[src/rtl/nm_bus_master_if.sv]
// Command/response port and nm parallel bus bundle for nm_bus_master.
// master = sequencer side, slave = host + nm array side.
interface nm_bus_master_if;
  logic        cmd_valid;
  logic        cmd_ready;
  logic        cmd_rw;
  logic [3:0]  cmd_reg;
  logic [15:0] cmd_wdata;
  logic        rsp_valid;
  logic [15:0] rsp_rdata;
  logic        rsp_timeout;
  logic        busy;
  logic        CS_l;
  logic        DS;
  logic        RW_l;
  logic [3:0]  REG;
  logic [15:0] DATA_O;
  logic        DATA_OE;
  logic [15:0] DATA_I;
  logic        RDY;

  modport master (
    input  cmd_valid, cmd_rw, cmd_reg, cmd_wdata,
    input  DATA_I, RDY,
    output cmd_ready, rsp_valid, rsp_rdata,
    output rsp_timeout, busy,
    output CS_l, DS, RW_l, REG, DATA_O, DATA_OE
  );

  modport slave (
    output cmd_valid, cmd_rw, cmd_reg, cmd_wdata,
    output DATA_I, RDY,
    input  cmd_ready, rsp_valid, rsp_rdata,
    input  rsp_timeout, busy,
    input  CS_l, DS, RW_l, REG, DATA_O, DATA_OE
  );
endinterface

[src/rtl/nm_bus_master.sv]
// Host-side sequencer: queues nm register commands in a FIFO and runs
// them one at a time on the nm bus (CS_l/DS/RW_l/REG/DATA), waiting on RDY.
// Ports: G_CLK, reset_l (async, active-low), bus (nm_bus_master_if.master).
module nm_bus_master #(
  parameter int FIFO_DEPTH  = 4,
  parameter int DS_CYCLES   = 1,
  parameter int RDY_TIMEOUT = 1023
) (
  input  logic G_CLK,
  input  logic reset_l,
  nm_bus_master_if.master bus
);
  localparam int AW = $clog2(FIFO_DEPTH);
  localparam int CW = $clog2(RDY_TIMEOUT + 1);
  localparam int DW = (DS_CYCLES > 1) ? $clog2(DS_CYCLES) : 1;

  typedef enum logic [2:0] {
    IDLE, SETUP, STROBE, WAIT_RDY, RESP
  } state_t;

  typedef struct packed {
    logic        rw;
    logic [3:0]  rg;
    logic [15:0] wdata;
  } cmd_t;

  cmd_t          mem_q [FIFO_DEPTH];
  cmd_t          mem_d [FIFO_DEPTH];
  logic [AW-1:0] wptr_q, wptr_d;
  logic [AW-1:0] rptr_q, rptr_d;
  logic [AW:0]   fill_q, fill_d;
  logic          cmd_ready_q, cmd_ready_d;

  state_t        state_q, state_d;
  logic [DW-1:0] dsc_q, dsc_d;
  logic [CW-1:0] wc_q, wc_d;
  logic          cs_l_q, cs_l_d;
  logic          ds_q, ds_d;
  logic          rw_l_q, rw_l_d;
  logic [3:0]    reg_q, reg_d;
  logic [15:0]   data_o_q, data_o_d;
  logic          data_oe_q, data_oe_d;
  logic          rsp_valid_q, rsp_valid_d;
  logic [15:0]   rsp_rdata_q, rsp_rdata_d;
  logic          rsp_timeout_q, rsp_timeout_d;
  logic          busy_q, busy_d;

  logic push, pop;
  cmd_t head;

  assign push = bus.cmd_valid & cmd_ready_q;
  assign head = mem_q[rptr_q];

  always_comb begin
    mem_d         = mem_q;
    wptr_d        = wptr_q;
    rptr_d        = rptr_q;
    fill_d        = fill_q;
    state_d       = state_q;
    dsc_d         = dsc_q;
    wc_d          = wc_q;
    cs_l_d        = cs_l_q;
    ds_d          = ds_q;
    rw_l_d        = rw_l_q;
    reg_d         = reg_q;
    data_o_d      = data_o_q;
    data_oe_d     = data_oe_q;
    rsp_valid_d   = 1'b0;
    rsp_rdata_d   = rsp_rdata_q;
    rsp_timeout_d = rsp_timeout_q;
    pop           = 1'b0;

    unique case (state_q)
      IDLE: begin
        if (fill_q != '0 && bus.RDY) begin
          pop     = 1'b1;
          state_d = SETUP;
        end
      end
      SETUP: begin
        ds_d    = 1'b1;
        dsc_d   = '0;
        state_d = STROBE;
      end
      STROBE: begin
        if (dsc_q == DW'(DS_CYCLES - 1)) begin
          ds_d      = 1'b0;
          data_oe_d = 1'b0;
          wc_d      = '0;
          state_d   = WAIT_RDY;
        end else begin
          dsc_d = dsc_q + 1'b1;
        end
      end
      WAIT_RDY: begin
        if (bus.RDY) begin
          // RW_l is still the access direction here: 1 = read
          rsp_rdata_d   = rw_l_q ? bus.DATA_I : '0;
          rsp_timeout_d = 1'b0;
          rsp_valid_d   = 1'b1;
          state_d       = RESP;
        end else if (wc_q == CW'(RDY_TIMEOUT)) begin
          rsp_rdata_d   = '0;
          rsp_timeout_d = 1'b1;
          rsp_valid_d   = 1'b1;
          state_d       = RESP;
        end else begin
          wc_d = wc_q + 1'b1;
        end
      end
      RESP: begin
        if (fill_q != '0 && bus.RDY) begin
          pop     = 1'b1;
          state_d = SETUP;
        end else begin
          cs_l_d  = 1'b1;
          rw_l_d  = 1'b1;
          state_d = IDLE;
        end
      end
      default: state_d = IDLE;
    endcase

    // Back-to-back pops from RESP keep CS_l low
    if (pop) begin
      cs_l_d    = 1'b0;
      reg_d     = head.rg;
      rw_l_d    = head.rw;
      data_o_d  = head.wdata;
      data_oe_d = ~head.rw;
      rptr_d    = rptr_q + 1'b1;
    end

    if (push) begin
      mem_d[wptr_q] = '{bus.cmd_rw, bus.cmd_reg,
                        bus.cmd_wdata};
      wptr_d = wptr_q + 1'b1;
    end

    unique case (1'b1)
      push && !pop: fill_d = fill_q + 1'b1;
      pop && !push: fill_d = fill_q - 1'b1;
      default:      fill_d = fill_q;
    endcase

    cmd_ready_d = (fill_d != (AW+1)'(FIFO_DEPTH));
    busy_d      = (state_d != IDLE) || (fill_d != '0);
  end

  always_ff @(posedge G_CLK or negedge reset_l) begin
    if (!reset_l) begin
      for (int i = 0; i < FIFO_DEPTH; i++)
        mem_q[i] <= '0;
      wptr_q        <= '0;
      rptr_q        <= '0;
      fill_q        <= '0;
      cmd_ready_q   <= 1'b0;
      state_q       <= IDLE;
      dsc_q         <= '0;
      wc_q          <= '0;
      cs_l_q        <= 1'b1;
      ds_q          <= 1'b0;
      rw_l_q        <= 1'b1;
      reg_q         <= '0;
      data_o_q      <= '0;
      data_oe_q     <= 1'b0;
      rsp_valid_q   <= 1'b0;
      rsp_rdata_q   <= '0;
      rsp_timeout_q <= 1'b0;
      busy_q        <= 1'b0;
    end else begin
      mem_q         <= mem_d;
      wptr_q        <= wptr_d;
      rptr_q        <= rptr_d;
      fill_q        <= fill_d;
      cmd_ready_q   <= cmd_ready_d;
      state_q       <= state_d;
      dsc_q         <= dsc_d;
      wc_q          <= wc_d;
      cs_l_q        <= cs_l_d;
      ds_q          <= ds_d;
      rw_l_q        <= rw_l_d;
      reg_q         <= reg_d;
      data_o_q      <= data_o_d;
      data_oe_q     <= data_oe_d;
      rsp_valid_q   <= rsp_valid_d;
      rsp_rdata_q   <= rsp_rdata_d;
      rsp_timeout_q <= rsp_timeout_d;
      busy_q        <= busy_d;
    end
  end

  assign bus.cmd_ready   = cmd_ready_q;
  assign bus.rsp_valid   = rsp_valid_q;
  assign bus.rsp_rdata   = rsp_rdata_q;
  assign bus.rsp_timeout = rsp_timeout_q;
  assign bus.busy        = busy_q;
  assign bus.CS_l        = cs_l_q;
  assign bus.DS          = ds_q;
  assign bus.RW_l        = rw_l_q;
  assign bus.REG         = reg_q;
  assign bus.DATA_O      = data_o_q;
  assign bus.DATA_OE     = data_oe_q;
endmodule
[src/flat_wrapper.sv]
// flat-port wrapper written by rule: the top's interface ports become plain ports
module nm_bus_master_flat 
#(
  parameter int FIFO_DEPTH  = 4,
  parameter int DS_CYCLES   = 1,
  parameter int RDY_TIMEOUT = 1023
)
  (G_CLK, reset_l, bus_cmd_valid, bus_cmd_rw, bus_cmd_reg, bus_cmd_wdata, bus_DATA_I, bus_RDY, bus_cmd_ready, bus_rsp_valid, bus_rsp_rdata, bus_rsp_timeout, bus_busy, bus_CS_l, bus_DS, bus_RW_l, bus_REG, bus_DATA_O, bus_DATA_OE);
  nm_bus_master_if bus_i ();
  input  logic G_CLK;
  input  logic reset_l;
  input wire logic [$bits(bus_i.cmd_valid)-1:0] bus_cmd_valid;
  input wire logic [$bits(bus_i.cmd_rw)-1:0] bus_cmd_rw;
  input wire logic [$bits(bus_i.cmd_reg)-1:0] bus_cmd_reg;
  input wire logic [$bits(bus_i.cmd_wdata)-1:0] bus_cmd_wdata;
  input wire logic [$bits(bus_i.DATA_I)-1:0] bus_DATA_I;
  input wire logic [$bits(bus_i.RDY)-1:0] bus_RDY;
  output wire logic [$bits(bus_i.cmd_ready)-1:0] bus_cmd_ready;
  output wire logic [$bits(bus_i.rsp_valid)-1:0] bus_rsp_valid;
  output wire logic [$bits(bus_i.rsp_rdata)-1:0] bus_rsp_rdata;
  output wire logic [$bits(bus_i.rsp_timeout)-1:0] bus_rsp_timeout;
  output wire logic [$bits(bus_i.busy)-1:0] bus_busy;
  output wire logic [$bits(bus_i.CS_l)-1:0] bus_CS_l;
  output wire logic [$bits(bus_i.DS)-1:0] bus_DS;
  output wire logic [$bits(bus_i.RW_l)-1:0] bus_RW_l;
  output wire logic [$bits(bus_i.REG)-1:0] bus_REG;
  output wire logic [$bits(bus_i.DATA_O)-1:0] bus_DATA_O;
  output wire logic [$bits(bus_i.DATA_OE)-1:0] bus_DATA_OE;
  assign bus_i.cmd_valid = bus_cmd_valid;
  assign bus_i.cmd_rw = bus_cmd_rw;
  assign bus_i.cmd_reg = bus_cmd_reg;
  assign bus_i.cmd_wdata = bus_cmd_wdata;
  assign bus_i.DATA_I = bus_DATA_I;
  assign bus_i.RDY = bus_RDY;
  assign bus_cmd_ready = bus_i.cmd_ready;
  assign bus_rsp_valid = bus_i.rsp_valid;
  assign bus_rsp_rdata = bus_i.rsp_rdata;
  assign bus_rsp_timeout = bus_i.rsp_timeout;
  assign bus_busy = bus_i.busy;
  assign bus_CS_l = bus_i.CS_l;
  assign bus_DS = bus_i.DS;
  assign bus_RW_l = bus_i.RW_l;
  assign bus_REG = bus_i.REG;
  assign bus_DATA_O = bus_i.DATA_O;
  assign bus_DATA_OE = bus_i.DATA_OE;
  nm_bus_master #(.FIFO_DEPTH(FIFO_DEPTH), .DS_CYCLES(DS_CYCLES), .RDY_TIMEOUT(RDY_TIMEOUT)) u_core (.G_CLK(G_CLK), .reset_l(reset_l), .bus(bus_i));
endmodule
[config.mk]
export PLATFORM = sky130hd
export DESIGN_NAME = nm_bus_master_flat
export DESIGN_NICKNAME = d
export VERILOG_FILES = /design/src/rtl/nm_bus_master_if.sv /design/src/rtl/nm_bus_master.sv /design/src/flat_wrapper.sv
export SDC_FILE = /design/constraint.sdc
export NUM_CORES = 1
export LEC_CHECK = 0
export CORE_ASPECT_RATIO = 0.9
export CORE_UTILIZATION = 53
export CTS_BUF_LIST = sky130_fd_sc_hd__clkbuf_4 sky130_fd_sc_hd__clkbuf_8
export DETAILED_ROUTE_END_ITERATION = 7
export PLACE_DENSITY = 0.79
export RECOVER_POWER = 25
export SYNTH_ARGS = -nofsm -noshare
export SYNTH_HDL_FRONTEND = slang
export SYNTH_SLANG_ARGS = --single-unit
[constraint.sdc]
create_clock -name G_CLK -period 6.55 [get_ports G_CLK]
set_input_delay 0.9825 -clock G_CLK [delete_from_list [all_inputs] [get_ports G_CLK]]
set_output_delay 0.9825 -clock G_CLK [all_outputs]
set_load 0.02 [all_outputs]
* After elaboration in Yosys (flattened, before gate mapping)
Index checks and enable logic that the tools add are counted.
Cells by class: add/subtract/negate cells 6, $mul 0, divide/modulo/power cells 0, order comparisons 3, equal/unequal tests 11, shifts and indexed selects 0, mux-type cells 37, bitwise operators 4, reductions and logical operators 22
Operators with widths (number):
- $bwmux W84 | 1
- $mux W21 | 3
- $mux W16 | 3
- $bmux W21 S2 | 1
- $demux W21 S2 | 1
- $mux W10 | 3
- $pmux W10 S2 | 1
- $mux W1 | 16
- $pmux W3 S5 | 1
- $mux W3 | 4
- $add A10 B1 Y10 const B | 1
- $eq A10 B10 Y1 const B | 1
- $reduce_bool A2 Y1 | 5
- $reduce_bool A3 Y1 | 3
- $ne A2 B2 Y1 const B | 4
- $reduce_and A2 Y1 | 4
- $eq A3 B2 Y1 const B | 2
- $ge A3 B3 Y1 const B | 2
- $not A2 Y3 | 2
- $pmux W3 S2 | 1
- $add A2 B1 Y2 const B | 2
- $logic_and A1 B1 Y1 | 4
- $pmux W1 S2 | 2
- $reduce_and A4 Y1 | 1
- other kinds (14) | 15
Storage, ports and cells: flip-flop bits (word level) 149, latch bits 0, bits in writable memories 0, ROM bits 0, input bits 41, output and inout port bits 44, memories kept 0

* Logic depth before layout (Yosys ltp)
depth in word-level cells 9, gate-level depth with buffers 13

* Least setup slack after synthesis
Ideal clock, no wire load.
kind input -> register, start point input port bus_RDY, end point register u_core.busy_q, in the netlist u_core.bus.busy, arrival 2769 ps, path slack 3711 ps, cell stages on the path 11, cell sequence o311ai_2 > inv_2 > clkbuf_1 > ha_1 > inv_1 > fa_1 > xor2_1 > nor2_1 > xor2_1 > nor2_1 > nand3_1
Between the ends: cells in the longest elaborated chain, start to end 8, elaborated cells between the ends (all ways) 14, those cells by class mux: 7; reduce/logical: 7
Ends and longest elaborated chain:
- start, declared | RTL line flat_wrapper.sv:17 | input wire logic [$bits(bus_i.RDY)-1:0] bus_RDY;
- $logic_and A1 B1 Y1 * | RTL line nm_bus_master.sv:75, nm_bus_master.sv:112
- $mux W1 * | RTL line nm_bus_master.sv:75, nm_bus_master.sv:112
- $mux W1 *
- $logic_not A1 Y1 | RTL line nm_bus_master.sv:141 | push && !pop: fill_d = fill_q + 1'b1;
- $logic_and A1 B1 Y1 | RTL line nm_bus_master.sv:141
- $pmux W3 S2 * | RTL line nm_bus_master.sv:140 | unique case (1'b1)
- via u_core.fill_d[2] | RTL line nm_bus_master.sv:31 | logic [AW:0] fill_q, fill_d;
- $reduce_bool A3 Y1 * | RTL line nm_bus_master.sv:147 | busy_d = (state_d != IDLE) || (fill_d != '0);
- $logic_or A1 B1 Y1 * | RTL line nm_bus_master.sv:147
- via u_core.busy_d | RTL line nm_bus_master.sv:46 | logic busy_q, busy_d;
- end signal, assigned | RTL line nm_bus_master.sv:189 | busy_q <= busy_d;
- end, declared | RTL line nm_bus_master.sv:46
The timed path passes the listed nets; every way through them passes the cells marked *. A chain may end at the register's enable or synchronous reset.

* Final worst setup path
Ends and elaborated chain as after synthesis.

==> flow_metrics.py <==
metrics = {
    "run_status": {
        "outcome": "finished, violations left",
        "violations": "capacitance limit, slew limit",
    },
    "detailed_routing": {
        "ant_nets": 0,
        "routedWlPerCell_um": 17.9,
        "via_per_inst": 5.68,
        "drc": 0,
        "drt-initial-drc-count": 301,
        "first_pass_iters": 4,
        "wirelength_um": 12900,
        "vias": 4093,
    },
    "clock_tree": {
        "clockRootBuffer": "clkbuf_8",
        "numCtsBuffers": 17,
        "htree_num_levels": 4,
        "cts_tree": "built",
        "cts_resized": 0,
        "cts_hold_buf": 0,
        "cts_sinks": 148,
        "insertion_delay_ns": 0.45,
        "post_cts_buffers": 0,
        "path_clk_slew_ns": 0.08,
        "clockBufferDepth": 2,
    },
    "placed_design": {
        "hpwlAfterDp_um": 8180,
        "placedInstanceArea_um2": 7330,
        "pre_cts_slack_ns": 2.62,
        "portBuffers": 84,
        "place.gp.congestion": 0.827,
    },
    "power": {
        "powerDensity_nw_per_um2": 489,
        "leakagePower_uw": 0.00339,
        "vdd_drop_max_mv": 0.357,
    },
    "global_route": {
        "antenna_found_initial": 0,
        "grt_busiest_layer": "met2",
        "met2_usage": 0.363,
        "first_global_vias": 4174,
        "grt_max_degree": 86,
        "grt_usage": 0.226,
        "globalRouteMet1Util": 0.298,
        "grt_pass1_wl_um": 21500,
        "grt_util_met3": 0.0601,
        "grt_overflow": 0,
    },
    "worst_setup_path": {
        "crit_slowest_cell": "clkbuf_1",
        "path_max_fanout": 25,
        "critPathMaxStageDelay_ns": 1.01,
        "cp_top_family": "buffers and inverters",
        "worstPathCellList": "dlygate4sd3_1, o311ai_0, clkbuf_1, inv_2, ha_1, inv_1, fa_1, xor2_1, nor2_1, xor2_1, nor2_1, nand3_1",
        "setup.worst_path.class": "primary input to flip-flop",
        "cp-start-kind": "primary input",
        "critical_path_buf_inv_count": 4,
        "arrival_ns": 4.58,
        "critPathRequiredTime_ns": 6.81,
        "critPathCaptureType": "flip-flop",
    },
    "logic_synthesis": {
        "avgSynthCellArea_um2": 13.6,
        "yosysMostFrequentCell": "dfrtp_1",
        "synth.area.top_cells": "dfrtp_1, mux2_2, mux4_2, nand2_1, a22o_1",
        "ys_top_cells_by_count": "dfrtp_1, mux2_2, nand2_1, mux4_2, a22o_1",
        "yosysWarningCount": 0,
        "syn_area_um2": 6370,
        "synthCells": 469,
        "ys_types": 45,
        "async_flop_share": 1.00,
        "ys_seq_area_frac": 0.582,
        "yosys_register_bits": 148,
        "synth_nets": 517,
        "synth_top_area_cell": "dfrtp_1",
        "synth_top_area_frac": 0.574,
        "synth-edff-count": 0,
        "yosys_most_used_dff": "dfrtp_1",
    },
    "floorplanning": {
        "die-area_um2": 12500,
        "rows": 37,
        "die_y_um": 106,
        "io_pins": 85,
        "die_w_um": 118,
        "start_util": 0.550,
        "core-area_um2": 11600,
    },
    "timing": {
        "finClkSkew_ns": 0.0120,
        "setup_viol": 0,
        "timing.final.crit_share": 0.659,
        "fin_tns_setup_ns": 0,
        "period_minus_slack_ns": 4.32,
        "finalHoldViolCount": 0,
        "fin_ws_ns": 2.23,
        "worst_slew_pin_slew_ns": 3.39,
        "clock.fmax_mhz": 232,
        "slew_headroom": -1.26,
        "grt_setup_unrepaired": "false",
        "maxSlewViolCount": 87,
    },
    "layout": {
        "multi_input_area_um2": 2470,
        "fin_area_um2": 7660,
        "syn_to_final_growth_pct": 20.2,
        "fin_nets": 600,
        "antennaDiodeCount": 0,
        "drive_above_1_share": 0.266,
        "fillers": 877,
        "seq_area_um2": 3710,
    },
    "hold_path": {
        "hold_class": "flip-flop to flip-flop",
    },
    "job": {
        "max_cap_violations": 2,
    },
}
worst reg2reg max path: stages, from the launching register on:
cell,delay [ns]
dfrtp_1,0.66
nor2_1,0.18
o311ai_0,0.16
clkbuf_1,1.01
inv_2,0.56
ha_1,0.40
inv_1,0.08
fa_1,0.18
xor2_1,0.14
nor2_1,0.06
xor2_1,0.16
nor2_1,0.14
nand3_1,0.09
worst paths after layout:
kind | endpoint | slack, ns | from | cells past startpoint
setup / recovery | u_core.bus.busy | 2.23 | bus_RDY | 12
hold / removal | u_core.bus.DATA_O[3] | 0.48 | u_core.bus.DATA_O[3] | 2
setup reg to reg | u_core.bus.busy | 2.57 | u_core.state_q[0] | 12
hold reg to reg | u_core.bus.DATA_O[3] | 0.48 | u_core.bus.DATA_O[3] | 2
max in group asynchronous | u_core.mem_q[43] | 2.43 | reset_l | 2
min in group asynchronous | u_core.wc_q[9] | 1.68 | reset_l | 1
final cells by class:
class | instances | share of cell area
sequential | 148 | 0.484
multi-input combinational | 286 | 0.322
timing repair buffer | 91 | 0.114
clock buffer | 23 | 0.0405
tap | 156 | 0.0255
clock inverter | 8 | 0.00981
inverter | 8 | 0.00392
kinds of logic after synthesis:
group	synth area share
AOI/OAI and AO/OA	0.0613
xor gates and xnor gates	0.00963
adders and majority gates	0.0149
buffers and inverters	0.0263
DFF	0.582
muxes	0.226
and+or+nand+nor	0.0794
registers in the layout, summed over array words and instances (netlist names), 2 cells and up:
| name | cells |
|---|---|
| u_core.bus.DATA_O | 16 |
| u_core.bus.rsp_rdata | 16 |
| u_core.wptr_q | 2 |
| u_core.rptr_q | 2 |
| u_core.bus.REG | 4 |
| u_core.wc_q | 10 |
| u_core.state_q | 3 |
| u_core.mem_q | 84 |
| u_core.fill_q | 3 |
placed cells by master, fill, tap and decap left out, drive strengths merged, types with 6 or more instances in the layout:
cell type      netlist  layout
inv                  8       8
dfrtp              146     146
ha                   6       6
mux2                86      86
nand3               10      10
clkbuf              13      28
nor2                17      17
mux4                21      21
nand2               75      75
a22o                18      18
clkinv               0       6
clkdlybuf4s50        0      81
a21oi                9       9
through the flow:
stage,instances,util,hold slack (ns),total power (uW)
after floorplan,469,-,0.472,2610
after global placement,689,0.633,0.462,3020
after detailed placement,689,0.633,0.466,3110
after CTS,720,0.667,0.487,3800
after global routing,720,0.662,0.505,3980
final,720,0.662,0.485,3750
power breakdown:
group	leakage (uW)	switching, uW	internal [uW]
clock network	0.000201	323	351
registers	0.00180	285	1330
logic	0.00138	634	822
metal layers:
layer,part of all wire,wire [um],vias to the layer above
met2,0.50,6460,107
li1,-,-,1848
met5,0,0,-
met3,0.043,550,10
met1,0.44,5720,2128
met4,0.0096,123,0
No activity file was read; power rests on OpenSTA's default activity.
